## src/rtl/feature_accumulator.sv

```systemverilog
`default_nettype none
// ============================================================================
// Module   : feature_accumulator
// Purpose  : Multi-beat, multi-channel partial-product accumulator. Each
//            accepted beat carries MUL_PER_FEATURE signed products per channel.
//            The products are reduced and added into a running sum. The first
//            beat of a feature also adds the per-channel bias. On the last beat
//            the total is optionally ReLU-clamped, saturated to ACC_PRECISION
//            and loaded into a single-entry valid/ready output register.
// Ports    : clk, rst (async, active-high)
//            clear            - synchronous abort of the partial sum
//            relu_en          - ReLU enable, sampled with the last beat
//            in_valid/in_ready/in_last, in_data, bias_in - beat input
//            out_valid/out_ready, out_data, out_sat, out_beats - result output
// Revision : 1.0 - initial release
// ============================================================================
module feature_accumulator #(
    parameter int ACC_PRECISION   = 32,
    parameter int MUL_PER_FEATURE = 4,
    parameter int NUM_CHANNELS    = 2,
    parameter int GUARD_BITS      = 8
) (
    input  logic                                                  clk,
    input  logic                                                  rst,
    input  logic                                                  clear,
    input  logic                                                  relu_en,
    input  logic                                                  in_valid,
    output logic                                                  in_ready,
    input  logic                                                  in_last,
    input  logic [NUM_CHANNELS*MUL_PER_FEATURE*ACC_PRECISION-1:0] in_data,
    input  logic [NUM_CHANNELS*ACC_PRECISION-1:0]                 bias_in,
    output logic                                                  out_valid,
    input  logic                                                  out_ready,
    output logic [NUM_CHANNELS*ACC_PRECISION-1:0]                 out_data,
    output logic [NUM_CHANNELS-1:0]                               out_sat,
    output logic [15:0]                                           out_beats
);

    localparam int c_ACC_W = ACC_PRECISION + GUARD_BITS + $clog2(MUL_PER_FEATURE) + 1;
    localparam int c_EXT_W = c_ACC_W - ACC_PRECISION;

    // Largest / smallest representable result, expressed at accumulator width.
    localparam logic signed [c_ACC_W-1:0] c_SAT_MAX =
        {{(c_EXT_W + 1){1'b0}}, {(ACC_PRECISION - 1){1'b1}}};
    localparam logic signed [c_ACC_W-1:0] c_SAT_MIN =
        {{(c_EXT_W + 1){1'b1}}, {(ACC_PRECISION - 1){1'b0}}};
    localparam logic [ACC_PRECISION-1:0] c_RES_MAX = {1'b0, {(ACC_PRECISION - 1){1'b1}}};
    localparam logic [ACC_PRECISION-1:0] c_RES_MIN = {1'b1, {(ACC_PRECISION - 1){1'b0}}};

    localparam logic [0:0] c_S_IDLE  = 1'b0;
    localparam logic [0:0] c_S_ACCUM = 1'b1;

    logic [0:0]                          r_state;
    logic [0:0]                          w_state_next;
    logic signed [c_ACC_W-1:0]           r_acc [NUM_CHANNELS];
    logic [15:0]                         r_count;
    logic [15:0]                         w_count_next;
    logic                                w_accept;
    logic                                w_finalise;
    logic signed [c_ACC_W-1:0]           w_beat_sum  [NUM_CHANNELS];
    logic signed [c_ACC_W-1:0]           w_acc_final [NUM_CHANNELS];
    logic [NUM_CHANNELS*ACC_PRECISION-1:0] w_res;
    logic [NUM_CHANNELS-1:0]             w_sat;

    logic                                r_out_valid;
    logic [NUM_CHANNELS*ACC_PRECISION-1:0] r_out_data;
    logic [NUM_CHANNELS-1:0]             r_out_sat;
    logic [15:0]                         r_out_beats;

    // The output register is single-entry: input stalls only while a result
    // is held and not being taken this cycle.
    assign in_ready   = !clear && (!r_out_valid || out_ready);
    assign w_accept   = in_valid && in_ready;
    assign w_finalise = w_accept && in_last;

    assign out_valid  = r_out_valid;
    assign out_data   = r_out_data;
    assign out_sat    = r_out_sat;
    assign out_beats  = r_out_beats;

    // ------------------------------------------------------------------
    // FSM
    // ------------------------------------------------------------------
    always_ff @(posedge clk or posedge rst) begin
        if (rst) begin
            r_state <= c_S_IDLE;
        end else begin
            r_state <= w_state_next;
        end
    end

    always_comb begin
        w_state_next = r_state;
        if (clear) begin
            w_state_next = c_S_IDLE;
        end else if (w_accept) begin
            w_state_next = in_last ? c_S_IDLE : c_S_ACCUM;
        end
    end

    // ------------------------------------------------------------------
    // Beat reduction, running sum and result clamp
    // ------------------------------------------------------------------
    always_comb begin
        w_res = '0;
        w_sat = '0;
        for (int c = 0; c < NUM_CHANNELS; c++) begin
            w_beat_sum[c] = '0;
            for (int i = 0; i < MUL_PER_FEATURE; i++) begin
                w_beat_sum[c] = w_beat_sum[c] +
                    {{c_EXT_W{in_data[(c*MUL_PER_FEATURE + i)*ACC_PRECISION + ACC_PRECISION - 1]}},
                     in_data[(c*MUL_PER_FEATURE + i)*ACC_PRECISION +: ACC_PRECISION]};
            end

            // The first beat of a feature starts from the bias instead of
            // the (zeroed) running sum.
            if (r_state == c_S_IDLE) begin
                w_acc_final[c] = {{c_EXT_W{bias_in[c*ACC_PRECISION + ACC_PRECISION - 1]}},
                                  bias_in[c*ACC_PRECISION +: ACC_PRECISION]} + w_beat_sum[c];
            end else begin
                w_acc_final[c] = r_acc[c] + w_beat_sum[c];
            end

            // ReLU takes priority, so a clamped negative never reports sat.
            if (relu_en && w_acc_final[c][c_ACC_W-1]) begin
                w_res[c*ACC_PRECISION +: ACC_PRECISION] = '0;
                w_sat[c] = 1'b0;
            end else if (w_acc_final[c] > c_SAT_MAX) begin
                w_res[c*ACC_PRECISION +: ACC_PRECISION] = c_RES_MAX;
                w_sat[c] = 1'b1;
            end else if (w_acc_final[c] < c_SAT_MIN) begin
                w_res[c*ACC_PRECISION +: ACC_PRECISION] = c_RES_MIN;
                w_sat[c] = 1'b1;
            end else begin
                w_res[c*ACC_PRECISION +: ACC_PRECISION] = w_acc_final[c][ACC_PRECISION-1:0];
                w_sat[c] = 1'b0;
            end
        end
    end

    always_comb begin
        if (r_state == c_S_IDLE) begin
            w_count_next = 16'd1;
        end else if (r_count == 16'hFFFF) begin
            w_count_next = r_count;
        end else begin
            w_count_next = r_count + 16'd1;
        end
    end

    // ------------------------------------------------------------------
    // Accumulator and output registers
    // ------------------------------------------------------------------
    always_ff @(posedge clk or posedge rst) begin
        if (rst) begin
            for (int c = 0; c < NUM_CHANNELS; c++) begin
                r_acc[c] <= '0;
            end
            r_count     <= '0;
            r_out_valid <= 1'b0;
            r_out_data  <= '0;
            r_out_sat   <= '0;
            r_out_beats <= '0;
        end else begin
            // clear blocks acceptance, so it never coincides with a beat.
            if (clear || w_finalise) begin
                for (int c = 0; c < NUM_CHANNELS; c++) begin
                    r_acc[c] <= '0;
                end
                r_count <= '0;
            end else if (w_accept) begin
                for (int c = 0; c < NUM_CHANNELS; c++) begin
                    r_acc[c] <= w_acc_final[c];
                end
                r_count <= w_count_next;
            end

            // A finalise in the handshake cycle reloads the register and
            // keeps out_valid high.
            if (w_finalise) begin
                r_out_valid <= 1'b1;
                r_out_data  <= w_res;
                r_out_sat   <= w_sat;
                r_out_beats <= w_count_next;
            end else if (r_out_valid && out_ready) begin
                r_out_valid <= 1'b0;
            end
        end
    end

endmodule
`default_nettype wire

```

## config.mk

```make
export PLATFORM = sky130hd
export DESIGN_NAME = feature_accumulator
export DESIGN_NICKNAME = d
export VERILOG_FILES = /design/src/rtl/feature_accumulator.sv
export SDC_FILE = /design/constraint.sdc
export NUM_CORES = 1
export LEC_CHECK = 0
export CAP_MARGIN = 10
export CORE_MARGIN = 2
export CORE_UTILIZATION = 50
export CTS_BUF_LIST = sky130_fd_sc_hd__clkbuf_16
export CTS_CLUSTER_SIZE = 14
export DETAILED_ROUTE_END_ITERATION = 16
export GPL_ROUTABILITY_DRIVEN = 0
export GPL_TIMING_DRIVEN = 0
export PLACE_DENSITY_LB_ADDON = 0.08
export SKIP_CTS_REPAIR_TIMING = 1
export SLEW_MARGIN = 20
export SYNTH_ARGS = -nofsm -noshare
export SYNTH_HDL_FRONTEND = slang
export SYNTH_SLANG_ARGS = --single-unit
```

## constraint.sdc

```tcl
create_clock -name clk -period 6.71 [get_ports clk]
set_clock_uncertainty 0.1 [all_clocks]
set_input_delay 1.342 -clock clk [delete_from_list [all_inputs] [get_ports clk]]
set_output_delay 1.342 -clock clk [all_outputs]
set_load 0.02 [all_outputs]
```

==> impl_metrics.csv <==
group,metric,value,unit
worst_hold_path,holdCritPathClass,"register to register",
clocking,cts_root_buf,"clkbuf_16",
yosys,yosysMostFrequentCell,"inv_1",
yosys,synth_compound_area_share,27.29,%
timing,slew_headroom,22.89,%
power,ir_worst_vdd,294.0,µV
setup_path,cp.arrival,8910,ps
global_route,grt.total_usage,28.90,%
job,drv_cap,0,
floorplan,start_util,50.78,%
yosys,async_flop_share,100.0,%
placed_design,io_buffers,410,
timing,hold_viol_final,0,
placed_design,detailedPlace.worstSlack,-2917,ps
setup_path,critical_path_class,"input pin to register",
run_status,violations,"negative setup slack",
setup_path,cp-end-kind,"register",
run_status,outcome,"finished, violations left",
timing,slew_violations,0,
floorplan,dieArea,47920,µm²
timing,post-route-min-period,8675,ps
finish,design_area,32490,µm²
yosys,synth_seq_cells,186,
yosys,synth-edff-count,0,
yosys,yosysSeqAreaShare,20.15,%
clocking,clk_latency,460,ps
drt,drtIter0Drc,2113,
timing,final.setup.tns,-130050,ps
finish,layout-drive-gt1-share,18.69,%
finish,areaGrowthSynthToFinish,40.67,%
power,power-per-cell-area,531.0,nW/µm²
timing,setup_viol,100,
drt,wl_per_cell,19.29,µm
timing,tightest_slew,1157,ps
yosys,yosys_warnings,0,
clocking,path_clk_slew,70,ps
yosys,synth_mux_area_share,0.5418,%
setup_path,crit_path_top_delay_cell,"fa_1",
floorplan,rows,78,
global_route,antenna_found_initial,0,
finish,nNetsFinal,4033,
setup_path,path_delay_family,"compound AO/OA/AOI/OAI gates",
yosys,synth_top_family_by_area,"compound AO/OA/AOI/OAI gates",
yosys,synth.avg_cell_area,8.325,µm²
floorplan,io_pins,411,
finish,insertedDiodeCount,0,
yosys,synth_common_cells,"428 x inv_1, 239 x a21oi_1, 225 x ha_1, 215 x nand2_1, 190 x o21ai_0",
drt,postRouteAntennaNets,0,
placed_design,dp_hpwl,57200,µm
timing,rsz0062_at_grt,"yes",
yosys,synth.lib_cells_used.distinct,93,
yosys,synthXorXnorAreaFrac,7.358,%
floorplan,coreArea,45480,µm²
power,finalPower,17.25,mW
power,p_leak,15.29,nW
drt,vias,23450,
clocking,cts_made_buffers,17,
yosys,synth_fp_nets,3460,
global_route,gr-usage-met2,46.80,%
clocking,cts_sinks,186,
timing,setup_ws,-1965,ps
drt,wl,76400,µm
setup_path,start_kind,"input pin",
global_route,grt_pass1_wl,110400,µm
global_route,grt_pass1_vias,21590,
global_route,use_met1,40.56,%
clocking,cts_tree,"built",
floorplan,die_w,218.9,µm
timing,timing.final.crit_share,129.3,%
clocking,htreeDepth,4,
yosys,synthSimpleGateAreaFrac,12.27,%
timing,max_freq,115.3,MHz
yosys,syn_inst,2774,
clocking,cts_buffer_depth,2,
drt,dr.pass1.iters,8,
global_route,overflow,0,
global_route,grtUsageMet3,4.726,%
yosys,synth_area_leader_cell,"dfrtp_1",
floorplan,die_h,218.9,µm
global_route,grt_max_degree,107,
yosys,synth_ff_type,"dfrtp_1",
finish,final_util,71.43,%
global_route,gr-max-usage-layer,"met2",
setup_path,slowest_delay,550,ps
drt,viasPerCell,5.921,
yosys,netlist_area,23090,µm²
drt,drc,0,
yosys,synthAdderAreaFrac,23.81,%
setup_path,path_buf_inv,6,
yosys,synth_top_area_share,20.15,%
placed_design,place_area,28250,µm²
setup_path,required,6950,ps
yosys,ys_top_cells_by_area,"dfrtp_1 20%, ha_1 12%, fa_1 12%",
setup_path,cp_max_fo,5,
setup_path,rrSetupSlack,1880,ps
[sequential cells by signal, summed over array words and instances (netlist names)]
| signal | cells |
|---|---|
| r_state | 1 |
| out_data | 64 |
| out_valid | 1 |
| out_sat | 2 |
| r_acc | 86 |
| out_beats | 16 |
| r_count | 16 |
[cell usage in the layout (no fill, tap or decap), types with 13 or more instances in the layout]
cell type	Yosys	layout
a211oi_1	29	17
a21o_1	94	93
a21oi_1	239	162
a21oi_2	3	68
a221o_1	63	63
a22o_1	62	62
and3_1	18	16
buf_4	0	126
buf_6	6	23
clkbuf_1	64	52
clkbuf_16	0	22
clkdlybuf4s50_1	0	361
dfrtp_1	186	186
dlymetal6s2s_1	0	45
fa_1	134	121
fa_2	0	13
ha_1	225	167
ha_4	0	51
inv_1	428	376
inv_2	0	50
nand2_1	215	205
nand2b_1	30	29
nand3_1	48	39
nand4_1	33	33
nor2_1	142	127
nor2b_1	23	21
nor3_1	36	29
o211ai_1	19	19
o21a_1	23	22
o21ai_0	190	124
o21ai_1	15	46
o21ai_2	3	28
o21bai_1	36	33
o31ai_1	19	14
xnor2_1	122	102
xnor2_2	0	17
xor2_1	72	66
[worst paths after layout]
| path | start | endpoint | cells past startpoint |
|---|---|---|---|
| setup / recovery | in_data[33] | out_data[22]$_DFFE_PP0P_ | 37 |
| hold / removal | out_beats[10]$_DFFE_PP0P_ | out_beats[10]$_DFFE_PP0P_ | 2 |
| setup reg to reg | r_acc[0]$_DFFE_PP0P_ | out_data[42]$_DFFE_PP0P_ | 17 |
| hold reg to reg | out_beats[10]$_DFFE_PP0P_ | out_beats[10]$_DFFE_PP0P_ | 2 |
| max in group asynchronous | rst | out_data[26]$_DFFE_PP0P_ | 3 |
| min in group asynchronous | rst | out_data[36]$_DFFE_PP0P_ | 2 |
[stage by stage]
step / hold WS (ps) / std cells
finish: 367.8 / 3960
global route: 400.9 / 3960
CTS: 371.3 / 3817
detailed placement: 355.7 / 3785
global placement: 356.8 / 3784
floorplan: 345.3 / 2774
[tightest hold or removal path: cells and delay by family, from the launching register on]
kind	cells	cell delay (ps)
DFF	1	340
and+or+nand+nor	2	90
[routing by layer]
metal  part of all wire, %  up-vias
met1                    42    11510
li1                      -    10880
met5                     0        -
met4                   2.1        0
met2                    48      924
met3                   7.8      130
[cell families (layout without fill, tap and decap cells)]
| group | Yosys count | in the layout |
|---|---|---|
| AO/OA/AOI/OAI | 913 | 913 |
| AND/OR/NAND/NOR | 596 | 596 |
| buffers and inverters | 514 | 1100 |
| adder cells (fa/ha/maj) | 359 | 359 |
| XOR/XNOR | 194 | 194 |
| flip-flops | 186 | 186 |
| multiplexers | 12 | 12 |
[power by group]
part / total (mW) / internal (mW) / leakage (nW) / switching [mW]
clock network: 1.07 / 0.617 / 0.300 / 0.457
registers: 1.80 / 1.49 / 2.42 / 0.311
logic: 14.4 / 6.40 / 12.6 / 7.98
[final cells by class]
type,count,area (µm²)
Buffer,80,447.9
Clock buffer,17,425.4
Clock inverter,15,181.4
Fill cell,3487,12990
Inverter,428,1632
Multi-Input combinational cell,2074,18870
Sequential cell,186,4654
Tap cell,600,750.7
Timing Repair Buffer,560,5520
(Power assumes the default switching activity.)
